===== src/rtl/xgmac_ipif_pkg.sv =====
// Shared types and constants for the IPIF register-access sequencer.
// Optional read-compare feature is enabled with the XGMAC_IPIF_RDCHK_EN macro.
package xgmac_ipif_pkg;

    typedef enum logic [1:0] {
        ST_IDLE   = 2'd0,
        ST_ACCESS = 2'd1,
        ST_RESP   = 2'd2
    } ipif_state_e;

    localparam int ADDR_W = 32;
    localparam int DATA_W = 32;
    localparam int CNT_W  = 16;
    localparam int TMR_W  = 16;

    // Increment v by one when en is set, holding at all-ones.
    function automatic logic [CNT_W-1:0] sat_inc(input logic [CNT_W-1:0] v, input logic en);
        if (en && (v != {CNT_W{1'b1}})) begin
            return v + {{(CNT_W-1){1'b0}}, 1'b1};
        end else begin
            return v;
        end
    endfunction

    // Masked read-compare: 1 when any masked bit differs from the expected value.
    function automatic logic rd_mismatch(input logic [DATA_W-1:0] rdata,
                                         input logic [DATA_W-1:0] exp_v,
                                         input logic [DATA_W-1:0] mask);
        return (((rdata ^ exp_v) & mask) != {DATA_W{1'b0}});
    endfunction

endpackage


===== src/rtl/xgmac_ipif_fifo.sv =====
// Synchronous operation queue for the IPIF sequencer. The head entry is
// presented combinationally on rdata; push/pop are ignored when full/empty.
// Entry width depends on XGMAC_IPIF_RDCHK_EN in the instantiating top.
module xgmac_ipif_fifo
    import xgmac_ipif_pkg::*;
#(
    parameter int DW    = 8,
    parameter int DEPTH = 4
) (
    input  logic          clk,
    input  logic          rst_n,
    input  logic          push,
    input  logic [DW-1:0] wdata,
    input  logic          pop,
    output logic          full,
    output logic          empty,
    output logic [DW-1:0] rdata
);

    localparam int AW = $clog2(DEPTH);

    logic [DW-1:0] mem_q [DEPTH];
    logic [AW:0]   wr_ptr_q;
    logic [AW:0]   wr_ptr_d;
    logic [AW:0]   rd_ptr_q;
    logic [AW:0]   rd_ptr_d;
    logic          do_push_s;
    logic          do_pop_s;

    assign full      = (wr_ptr_q[AW] != rd_ptr_q[AW]) && (wr_ptr_q[AW-1:0] == rd_ptr_q[AW-1:0]);
    assign empty     = (wr_ptr_q == rd_ptr_q);
    assign rdata     = mem_q[rd_ptr_q[AW-1:0]];
    assign do_push_s = push & ~full;
    assign do_pop_s  = pop & ~empty;

    // Next pointer values.
    always_comb begin
        wr_ptr_d = wr_ptr_q;
        rd_ptr_d = rd_ptr_q;
        if (do_push_s) begin
            wr_ptr_d = wr_ptr_q + {{AW{1'b0}}, 1'b1};
        end else begin
            wr_ptr_d = wr_ptr_q;
        end
        if (do_pop_s) begin
            rd_ptr_d = rd_ptr_q + {{AW{1'b0}}, 1'b1};
        end else begin
            rd_ptr_d = rd_ptr_q;
        end
    end

    // Pointer registers; reset empties the queue.
    always_ff @(posedge clk or negedge rst_n) begin
        if (!rst_n) begin
            wr_ptr_q <= '0;
            rd_ptr_q <= '0;
        end else begin
            wr_ptr_q <= wr_ptr_d;
            rd_ptr_q <= rd_ptr_d;
        end
    end

    // Storage array; contents are don't-care until written.
    always_ff @(posedge clk) begin
        if (do_push_s) begin
            mem_q[wr_ptr_q[AW-1:0]] <= wdata;
        end
    end

endmodule


===== src/rtl/xgmac_ipif_seq.sv =====
// IPIF register-access sequencer: queues operations, issues them one at a time
// with chip-select decode and ack timeout, returns responses and keeps counters.
// Define XGMAC_IPIF_RDCHK_EN to enable masked read-compare (rsp_mismatch/mismatch_cnt).
module xgmac_ipif_seq
    import xgmac_ipif_pkg::*;
#(
    parameter int C_NUM_CS     = 1,
    parameter int C_FIFO_DEPTH = 4,
    parameter int C_TIMEOUT    = 255,
    localparam int CS_W        = (C_NUM_CS > 1) ? $clog2(C_NUM_CS) : 1
) (
    input  logic                clk,
    input  logic                rst_n,
    input  logic                resetdone,
    output logic                rx_axis_aresetn,
    output logic                tx_axis_aresetn,
    input  logic                op_valid,
    output logic                op_ready,
    input  logic                op_rnw,
    input  logic [CS_W-1:0]     op_cs,
    input  logic [ADDR_W-1:0]   op_addr,
    input  logic [DATA_W-1:0]   op_wdata,
    input  logic [DATA_W-1:0]   op_exp,
    input  logic [DATA_W-1:0]   op_mask,
    output logic                rsp_valid,
    input  logic                rsp_ready,
    output logic [DATA_W-1:0]   rsp_rdata,
    output logic                rsp_err,
    output logic                rsp_timeout,
    output logic                rsp_mismatch,
    output logic                bus2ip_clk,
    output logic                bus2ip_reset,
    output logic [C_NUM_CS-1:0] bus2ip_cs,
    output logic                bus2ip_rnw,
    output logic [ADDR_W-1:0]   bus2ip_addr,
    output logic [DATA_W-1:0]   bus2ip_data,
    input  logic [DATA_W-1:0]   ip2bus_data,
    input  logic                ip2bus_rdack,
    input  logic                ip2bus_wrack,
    input  logic                ip2bus_error,
    output logic [CNT_W-1:0]    op_cnt,
    output logic [CNT_W-1:0]    err_cnt,
    output logic [CNT_W-1:0]    mismatch_cnt
);

`ifdef XGMAC_IPIF_RDCHK_EN
    localparam int OP_W = 1 + CS_W + ADDR_W + 3 * DATA_W;
`else
    localparam int OP_W = 1 + CS_W + ADDR_W + DATA_W;
`endif
    localparam logic [TMR_W-1:0] TMR_LAST = TMR_W'(C_TIMEOUT - 1);

    // Queue interface and head-entry fields.
    logic [OP_W-1:0]     fifo_wdata_s;
    logic [OP_W-1:0]     fifo_rdata_s;
    logic                fifo_full_s;
    logic                fifo_empty_s;
    logic                push_s;
    logic                pop_s;
    logic                head_rnw_s;
    logic [CS_W-1:0]     head_cs_s;
    logic [ADDR_W-1:0]   head_addr_s;
    logic [DATA_W-1:0]   head_wdata_s;
    logic [C_NUM_CS-1:0] cs_dec_s;
    logic                ack_s;
    logic                handshake_s;

    // Registered state and outputs.
    ipif_state_e         state_q, state_d;
    logic [TMR_W-1:0]    timer_q, timer_d;
    logic                run_q, run_d;
    logic                axis_rst_q, axis_rst_d;
    logic [C_NUM_CS-1:0] cs_q, cs_d;
    logic                rnw_q, rnw_d;
    logic [ADDR_W-1:0]   addr_q, addr_d;
    logic [DATA_W-1:0]   wdata_q, wdata_d;
    logic                rsp_valid_q, rsp_valid_d;
    logic [DATA_W-1:0]   rsp_rdata_q, rsp_rdata_d;
    logic                rsp_err_q, rsp_err_d;
    logic                rsp_timeout_q, rsp_timeout_d;
    logic [CNT_W-1:0]    op_cnt_q, op_cnt_d;
    logic [CNT_W-1:0]    err_cnt_q, err_cnt_d;

`ifdef XGMAC_IPIF_RDCHK_EN
    logic [DATA_W-1:0]   head_exp_s;
    logic [DATA_W-1:0]   head_mask_s;
    logic [DATA_W-1:0]   exp_q, exp_d;
    logic [DATA_W-1:0]   mask_q, mask_d;
    logic                rsp_mm_q, rsp_mm_d;
    logic [CNT_W-1:0]    mm_cnt_q, mm_cnt_d;

    assign fifo_wdata_s = {op_rnw, op_cs, op_addr, op_wdata, op_exp, op_mask};
    assign {head_rnw_s, head_cs_s, head_addr_s, head_wdata_s, head_exp_s, head_mask_s} = fifo_rdata_s;
    assign rsp_mismatch = rsp_mm_q;
    assign mismatch_cnt = mm_cnt_q;
`else
    logic unused_rdchk_s;

    assign fifo_wdata_s   = {op_rnw, op_cs, op_addr, op_wdata};
    assign {head_rnw_s, head_cs_s, head_addr_s, head_wdata_s} = fifo_rdata_s;
    assign unused_rdchk_s = ^{op_exp, op_mask};
    assign rsp_mismatch   = 1'b0;
    assign mismatch_cnt   = {CNT_W{1'b0}};
`endif

    assign op_ready     = run_q & ~fifo_full_s;
    assign push_s       = op_valid & op_ready;
    assign ack_s        = rnw_q ? ip2bus_rdack : ip2bus_wrack;
    assign handshake_s  = rsp_valid_q & rsp_ready;

    assign bus2ip_clk      = clk;
    assign bus2ip_reset    = ~rst_n;
    assign bus2ip_cs       = cs_q;
    assign bus2ip_rnw      = rnw_q;
    assign bus2ip_addr     = addr_q;
    assign bus2ip_data     = wdata_q;
    assign rsp_valid       = rsp_valid_q;
    assign rsp_rdata       = rsp_rdata_q;
    assign rsp_err         = rsp_err_q;
    assign rsp_timeout     = rsp_timeout_q;
    assign op_cnt          = op_cnt_q;
    assign err_cnt         = err_cnt_q;
    assign rx_axis_aresetn = axis_rst_q;
    assign tx_axis_aresetn = axis_rst_q;

    xgmac_ipif_fifo #(
        .DW    (OP_W),
        .DEPTH (C_FIFO_DEPTH)
    ) u_fifo (
        .clk   (clk),
        .rst_n (rst_n),
        .push  (push_s),
        .wdata (fifo_wdata_s),
        .pop   (pop_s),
        .full  (fifo_full_s),
        .empty (fifo_empty_s),
        .rdata (fifo_rdata_s)
    );

    // One-hot chip-select decode of the head entry; out-of-range indices select nothing.
    always_comb begin
        cs_dec_s = '0;
        for (int i = 0; i < C_NUM_CS; i++) begin
            cs_dec_s[i] = (head_cs_s == CS_W'(i));
        end
    end

    // Sequencer next-state and registered-output logic.
    always_comb begin
        state_d       = state_q;
        timer_d       = timer_q;
        cs_d          = cs_q;
        rnw_d         = rnw_q;
        addr_d        = addr_q;
        wdata_d       = wdata_q;
        rsp_valid_d   = rsp_valid_q;
        rsp_rdata_d   = rsp_rdata_q;
        rsp_err_d     = rsp_err_q;
        rsp_timeout_d = rsp_timeout_q;
        pop_s         = 1'b0;
`ifdef XGMAC_IPIF_RDCHK_EN
        exp_d         = exp_q;
        mask_d        = mask_q;
        rsp_mm_d      = rsp_mm_q;
`endif
        case (state_q)
            ST_IDLE: begin
                if (!fifo_empty_s && resetdone) begin
                    pop_s   = 1'b1;
                    cs_d    = cs_dec_s;
                    rnw_d   = head_rnw_s;
                    addr_d  = head_addr_s;
                    wdata_d = head_wdata_s;
                    timer_d = '0;
`ifdef XGMAC_IPIF_RDCHK_EN
                    exp_d   = head_exp_s;
                    mask_d  = head_mask_s;
`endif
                    state_d = ST_ACCESS;
                end else begin
                    state_d = ST_IDLE;
                end
            end
            ST_ACCESS: begin
                if (ack_s) begin
                    // An ack wins over a coincident timer expiry.
                    rsp_rdata_d   = rnw_q ? ip2bus_data : {DATA_W{1'b0}};
                    rsp_err_d     = ip2bus_error;
                    rsp_timeout_d = 1'b0;
`ifdef XGMAC_IPIF_RDCHK_EN
                    rsp_mm_d      = rnw_q & rd_mismatch(ip2bus_data, exp_q, mask_q);
`endif
                    cs_d          = '0;
                    rsp_valid_d   = 1'b1;
                    state_d       = ST_RESP;
                end else if (timer_q == TMR_LAST) begin
                    // Timed-out reads compare as if zero data were returned.
                    rsp_rdata_d   = {DATA_W{1'b0}};
                    rsp_err_d     = 1'b1;
                    rsp_timeout_d = 1'b1;
`ifdef XGMAC_IPIF_RDCHK_EN
                    rsp_mm_d      = rnw_q & rd_mismatch({DATA_W{1'b0}}, exp_q, mask_q);
`endif
                    cs_d          = '0;
                    rsp_valid_d   = 1'b1;
                    state_d       = ST_RESP;
                end else begin
                    timer_d = timer_q + {{(TMR_W-1){1'b0}}, 1'b1};
                end
            end
            ST_RESP: begin
                if (rsp_ready) begin
                    rsp_valid_d = 1'b0;
                    state_d     = ST_IDLE;
                end else begin
                    rsp_valid_d = 1'b1;
                end
            end
            default: begin
                cs_d        = '0;
                rsp_valid_d = 1'b0;
                state_d     = ST_IDLE;
            end
        endcase
    end

    // Saturating counters updated on each response handshake, plus status flops.
    always_comb begin
        run_d      = 1'b1;
        axis_rst_d = resetdone;
        op_cnt_d   = sat_inc(op_cnt_q, handshake_s);
        err_cnt_d  = sat_inc(err_cnt_q, handshake_s & rsp_err_q);
`ifdef XGMAC_IPIF_RDCHK_EN
        mm_cnt_d   = sat_inc(mm_cnt_q, handshake_s & rsp_mm_q);
`endif
    end

    // State and output registers; reset drops chip select and response immediately.
    always_ff @(posedge clk or negedge rst_n) begin
        if (!rst_n) begin
            state_q       <= ST_IDLE;
            timer_q       <= '0;
            run_q         <= 1'b0;
            axis_rst_q    <= 1'b0;
            cs_q          <= '0;
            rnw_q         <= 1'b1;
            addr_q        <= '0;
            wdata_q       <= '0;
            rsp_valid_q   <= 1'b0;
            rsp_rdata_q   <= '0;
            rsp_err_q     <= 1'b0;
            rsp_timeout_q <= 1'b0;
            op_cnt_q      <= '0;
            err_cnt_q     <= '0;
`ifdef XGMAC_IPIF_RDCHK_EN
            exp_q         <= '0;
            mask_q        <= '0;
            rsp_mm_q      <= 1'b0;
            mm_cnt_q      <= '0;
`endif
        end else begin
            state_q       <= state_d;
            timer_q       <= timer_d;
            run_q         <= run_d;
            axis_rst_q    <= axis_rst_d;
            cs_q          <= cs_d;
            rnw_q         <= rnw_d;
            addr_q        <= addr_d;
            wdata_q       <= wdata_d;
            rsp_valid_q   <= rsp_valid_d;
            rsp_rdata_q   <= rsp_rdata_d;
            rsp_err_q     <= rsp_err_d;
            rsp_timeout_q <= rsp_timeout_d;
            op_cnt_q      <= op_cnt_d;
            err_cnt_q     <= err_cnt_d;
`ifdef XGMAC_IPIF_RDCHK_EN
            exp_q         <= exp_d;
            mask_q        <= mask_d;
            rsp_mm_q      <= rsp_mm_d;
            mm_cnt_q      <= mm_cnt_d;
`endif
        end
    end

endmodule


===== config.mk =====
export PLATFORM = sky130hd
export DESIGN_NAME = xgmac_ipif_seq
export DESIGN_NICKNAME = d
export VERILOG_FILES = /design/src/rtl/xgmac_ipif_pkg.sv /design/src/rtl/xgmac_ipif_fifo.sv /design/src/rtl/xgmac_ipif_seq.sv
export SDC_FILE = /design/constraint.sdc
export NUM_CORES = 1
export LEC_CHECK = 0
export CAP_MARGIN = 0
export CORE_MARGIN = 2
export CORE_UTILIZATION = 56
export CTS_BUF_LIST = sky130_fd_sc_hd__clkbuf_16
export DETAILED_ROUTE_END_ITERATION = 12
export PLACE_DENSITY = 0.86
export RECOVER_POWER = 25
export SETUP_SLACK_MARGIN = 0.05
export SLEW_MARGIN = 20
export SYNTH_ARGS = -nofsm -noshare
export SYNTH_HDL_FRONTEND = slang
export SYNTH_SLANG_ARGS = --single-unit

===== constraint.sdc =====
create_clock -name clk -period 9.2 [get_ports clk]
set_clock_uncertainty 0.1 [all_clocks]
set_input_delay 0.92 -clock clk [delete_from_list [all_inputs] [get_ports clk]]
set_output_delay 0.92 -clock clk [all_outputs]
set_load 0.005 [all_outputs]

==> impl_metrics.prom <==
# TYPE chip_impl_metric gauge
chip_impl_metric{name="core_region_area",unit="µm²"} 28900
chip_impl_metric{name="fp.dieH",unit="µm"} 176
chip_impl_metric{name="final-hold-violation-count",unit=""} 0
chip_impl_metric{name="report.final.slew_viol_count",unit=""} 52
chip_impl_info{name="regToRegStartpoint",value="u_fifo.rd_ptr_q[1]$_DFFE_PN0P_"} 1
chip_impl_metric{name="crit_arrival",unit="ps"} 5280
chip_impl_metric{name="yosysTopAreaCellShare",unit="%"} 47.9
chip_impl_metric{name="power_per_cell_area",unit="nW/µm²"} 303
chip_impl_metric{name="worst_ep_required_time",unit="ps"} 8180
chip_impl_metric{name="vias",unit=""} 9045
chip_impl_metric{name="swShare",unit="%"} 27.9
chip_impl_metric{name="internal_power",unit="mW"} 4.52
chip_impl_metric{name="timing.reg2reg.setup_slack",unit="ps"} 5370
chip_impl_metric{name="grt_overflow",unit=""} 0
chip_impl_metric{name="share_seq_of_total_power",unit="%"} 43.9
chip_impl_info{name="status",value="finished, violations left"} 1
chip_impl_metric{name="final_layout_size_suffix_gt1_share",unit="%"} 17.7
chip_impl_info{name="endpoint",value="bus2ip_clk"} 1
chip_impl_metric{name="post_synth.cell_area_avg",unit="µm²"} 17.5
chip_impl_info{name="synth_largest_area_cell",value="sky130_fd_sc_hd__edfxtp_1"} 1
chip_impl_metric{name="insertion_delay",unit="ps"} 640
chip_impl_metric{name="cts.hold.buffers_added",unit=""} 0
chip_impl_metric{name="gp_congestion",unit=""} 0.810
chip_impl_metric{name="initial_utilization",unit="%"} 57.2
chip_impl_metric{name="timing.hold.ws",unit="ps"} 364
chip_impl_info{name="crit_type",value="clk -> out"} 1
chip_impl_metric{name="layout.nets",unit=""} 1380
chip_impl_metric{name="areaGrowthSynthToFinish",unit="%"} 24.8
chip_impl_metric{name="die_x",unit="µm"} 176
chip_impl_metric{name="wirelength",unit="µm"} 33900
chip_impl_metric{name="initial_antenna_violation_count",unit=""} 9
chip_impl_metric{name="grt_max_degree",unit=""} 70
chip_impl_metric{name="post_drt_wl_per_cell",unit="µm"} 20.9
chip_impl_metric{name="fp-row-count",unit=""} 62
chip_impl_info{name="hold_class",value="reg -> reg"} 1
chip_impl_metric{name="number_of_flip_flops_and_latches_in_the_synthesized_netlist",unit=""} 423
chip_impl_metric{name="design.die.area",unit="µm²"} 31000
chip_impl_metric{name="power.net_switching",unit="mW"} 1.75
chip_impl_metric{name="power_leakage",unit="nW"} 7.72
chip_impl_info{name="endpoint_kind",value="output pin"} 1
chip_impl_metric{name="synth_area",unit="µm²"} 16600
chip_impl_metric{name="worst-path-max-fanout",unit=""} 2
chip_impl_metric{name="grt_pass1_vias",unit=""} 9567
chip_impl_metric{name="synth_edf_count",unit=""} 264
chip_impl_info{name="synth.top_cells.by_area",value="sky130_fd_sc_hd__edfxtp_1, sky130_fd_sc_hd__dfrtp_1, sky130_fd_sc_hd__mux4_2, sky130_fd_sc_hd__mux2_2, sky130_fd_sc_hd__nand2_1"} 1
chip_impl_metric{name="postRouteAntennaNets",unit=""} 0
chip_impl_info{name="reg2reg_to",value="u_fifo.mem_q[2][7]$_DFFE_PP_"} 1
chip_impl_metric{name="drt-vias-per-instance",unit=""} 5.57
chip_impl_metric{name="worst_ir_drop_vdd",unit="µV"} 265
chip_impl_info{name="setup.worst_path.start",value="clk"} 1
chip_impl_metric{name="cts_post_setup_buffers_inserted",unit=""} 0
chip_impl_metric{name="timing.final.setup_violations",unit=""} 0
chip_impl_metric{name="max-cap-violations",unit=""} 1
chip_impl_metric{name="grt_pass1_wl",unit="µm"} 52900
chip_impl_metric{name="drt_iter0_drc",unit=""} 559
chip_impl_metric{name="multiInputGateArea",unit="µm²"} 4330
chip_impl_metric{name="hpwlAfterDp",unit="µm"} 19700
chip_impl_metric{name="drc_errors",unit=""} 0
chip_impl_metric{name="p_clk_share",unit="%"} 27.5
chip_impl_metric{name="sequential_cell_area",unit="µm²"} 11900
chip_impl_metric{name="synth_sequential_area_ratio",unit="%"} 71.9
chip_impl_metric{name="layout.filler_cells",unit=""} 1764
chip_impl_info{name="netlist_top_cells_count",value="sky130_fd_sc_hd__edfxtp_1, sky130_fd_sc_hd__dfrtp_1, sky130_fd_sc_hd__nand2_1, sky130_fd_sc_hd__mux4_2, sky130_fd_sc_hd__nand3_1"} 1
chip_impl_metric{name="ys_types",unit=""} 52
chip_impl_metric{name="tightestPinTransition",unit="ps"} 3030
chip_impl_info{name="yosys.cell_count.top_type",value="sky130_fd_sc_hd__edfxtp_1"} 1
chip_impl_info{name="maxUsedRoutingLayer",value="met5"} 1
chip_impl_metric{name="final_total_negative_setup_slack",unit="ps"} 0
chip_impl_metric{name="drtPass1Iterations",unit=""} 4
chip_impl_metric{name="m1WireLength",unit="µm"} 13500
chip_impl_metric{name="io-pin-count",unit=""} 325
chip_impl_metric{name="number_of_cell_instances_on_the_worst_register_to_register_path",unit=""} 5
chip_impl_info{name="grt_setup_unrepaired",value="no"} 1
chip_impl_metric{name="timing.max_slew.rel_slack",unit="%"} -102
chip_impl_metric{name="synth_warnings",unit=""} 0
chip_impl_info{name="violations",value="max-capacitance violations, max-slew violations"} 1
chip_impl_info{name="dominantRegCellSynth",value="sky130_fd_sc_hd__edfxtp_1"} 1
chip_impl_info{name="crit_path_start_kind",value="clock port"} 1
chip_impl_metric{name="grt_use_total",unit="%"} 22.3
chip_impl_metric{name="clkSlewWorstSetupHoldPaths",unit="ps"} 60
chip_impl_info{name="cts_tree",value="done"} 1
chip_impl_metric{name="dr_wl_met3",unit="µm"} 2640
chip_impl_metric{name="worst_hold_path.num_cells",unit=""} 2
chip_impl_metric{name="met2_wirelength",unit="µm"} 17100
chip_impl_metric{name="placement.io_buffers",unit=""} 243
chip_impl_metric{name="post_synth_inst_count",unit=""} 947
chip_impl_metric{name="post_cts_resize_count",unit=""} 0
chip_impl_metric{name="ffs_w_async_s_r_synth",unit="%"} 37.6
chip_impl_metric{name="combinational_share_of_power",unit="%"} 28.6
-- worst min path at each step --
stage / from / to / slack (ps)
floorplan: timer_q[7]$_DFFE_PN0P_ / timer_q[7]$_DFFE_PN0P_ / 340
global placement: rsp_rdata[10]$_DFFE_PN0P_ / rsp_rdata[10]$_DFFE_PN0P_ / 350
detailed placement: rsp_rdata[26]$_DFFE_PN0P_ / rsp_rdata[26]$_DFFE_PN0P_ / 360
CTS: rst_n / bus2ip_data[3]$_DFFE_PN0P_ / 150
global route: rsp_rdata[4]$_DFFE_PN0P_ / rsp_rdata[4]$_DFFE_PN0P_ / 380
finish: rsp_rdata[4]$_DFFE_PN0P_ / rsp_rdata[4]$_DFFE_PN0P_ / 360
-- power by group through the flow --
stage                     logic [mW]  clock network [mW]  registers [mW]
after CTS                       1.83                1.76            2.76
after floorplan                 1.15             0.00705            2.65
after global placement          1.75             0.00915            2.76
final                           1.79                1.72            2.75
after global routing            1.94                1.83            2.80
after detailed placement        1.81             0.00915            2.79
-- worst max-delay path, cell delays in order --
cell and delay (ps):
sky130_fd_sc_hd__clkbuf_16 120, sky130_fd_sc_hd__clkbuf_16 130, sky130_fd_sc_hd__clkdlybuf4s50_1 430
-- flip-flops by register name (all words and copies together), names as in the netlist, 2 cells and up --
name,cells
timer_q,16
op_cnt,16
bus2ip_data,32
u_fifo.wr_ptr_q,3
rsp_rdata,32
u_fifo.mem_q,264
state_q,2
u_fifo.rd_ptr_q,3
err_cnt,16
bus2ip_addr,32
-- stage by stage --
step	util, %	worst slack, ps	std cells	total power, mW	area [µm²]
floorplan	-	3470	963	3.80	16600
global route	71.4	2880	1620	6.58	20700
detailed placement	66.5	3170	1535	4.60	19300
global placement	66.5	3170	1535	4.52	19300
CTS	71.4	2890	1615	6.34	20700
finish	71.4	2900	1623	6.26	20700
-- final cells by class --
class / instances / area share [%]
Timing Repair Buffer: 249 / 11.9
Sequential cell: 423 / 57.6
Multi-Input combinational cell: 468 / 21.0
Antenna cell: 8 / 0.0968
Tap cell: 384 / 2.32
Clock inverter: 34 / 1.23
Inverter: 10 / 0.182
Clock buffer: 47 / 5.62
-- cell usage in the layout, fill, tap and decap left out, types with 5 or more instances in the layout --
master,count
sky130_fd_sc_hd__mux2_4,20
sky130_fd_sc_hd__clkdlybuf4s50_1,188
sky130_fd_sc_hd__and4_1,5
sky130_fd_sc_hd__a21oi_1,10
sky130_fd_sc_hd__nand4_1,14
sky130_fd_sc_hd__conb_1,18
sky130_fd_sc_hd__dlygate4sd3_1,54
sky130_fd_sc_hd__edfxtp_1,264
sky130_fd_sc_hd__and3_1,11
sky130_fd_sc_hd__o21ai_1,7
sky130_fd_sc_hd__clkinv_2,5
sky130_fd_sc_hd__clkbuf_16,46
sky130_fd_sc_hd__xnor2_1,27
sky130_fd_sc_hd__mux4_2,66
sky130_fd_sc_hd__mux2_2,48
sky130_fd_sc_hd__xor2_1,8
sky130_fd_sc_hd__dfrtp_1,156
sky130_fd_sc_hd__nor2_1,11
sky130_fd_sc_hd__buf_4,7
sky130_fd_sc_hd__nand2_1,92
sky130_fd_sc_hd__o31ai_1,11
sky130_fd_sc_hd__o21ai_0,12
sky130_fd_sc_hd__ha_1,12
sky130_fd_sc_hd__nand3_1,52
sky130_fd_sc_hd__clkinv_1,13
sky130_fd_sc_hd__inv_1,17
sky130_fd_sc_hd__diode_2,8
-- kinds of logic (layout without fill, tap and decap cells) --
group	after synthesis	after routing	share of synthesized area, %
xor gates and xnor gates	37	37	2.05
AOI/OAI and AO/OA	57	57	2.39
buffers and inverters	72	340	2.51
DFF	423	423	71.9
muxes	136	136	14.2
other	2	26	0.0453
adders and majority gates	12	12	0.906
and+or+nand+nor	208	208	6.04
-- routing by layer --
metal / vias up / track usage, %
met2: 320 / 38.5
met1: 4586 / 27.5
met4: 2 / 6.10
met3: 56 / 6.87
li1: 4081 / -
met5: - / 0
No activity file was read; power rests on OpenSTA's default activity.
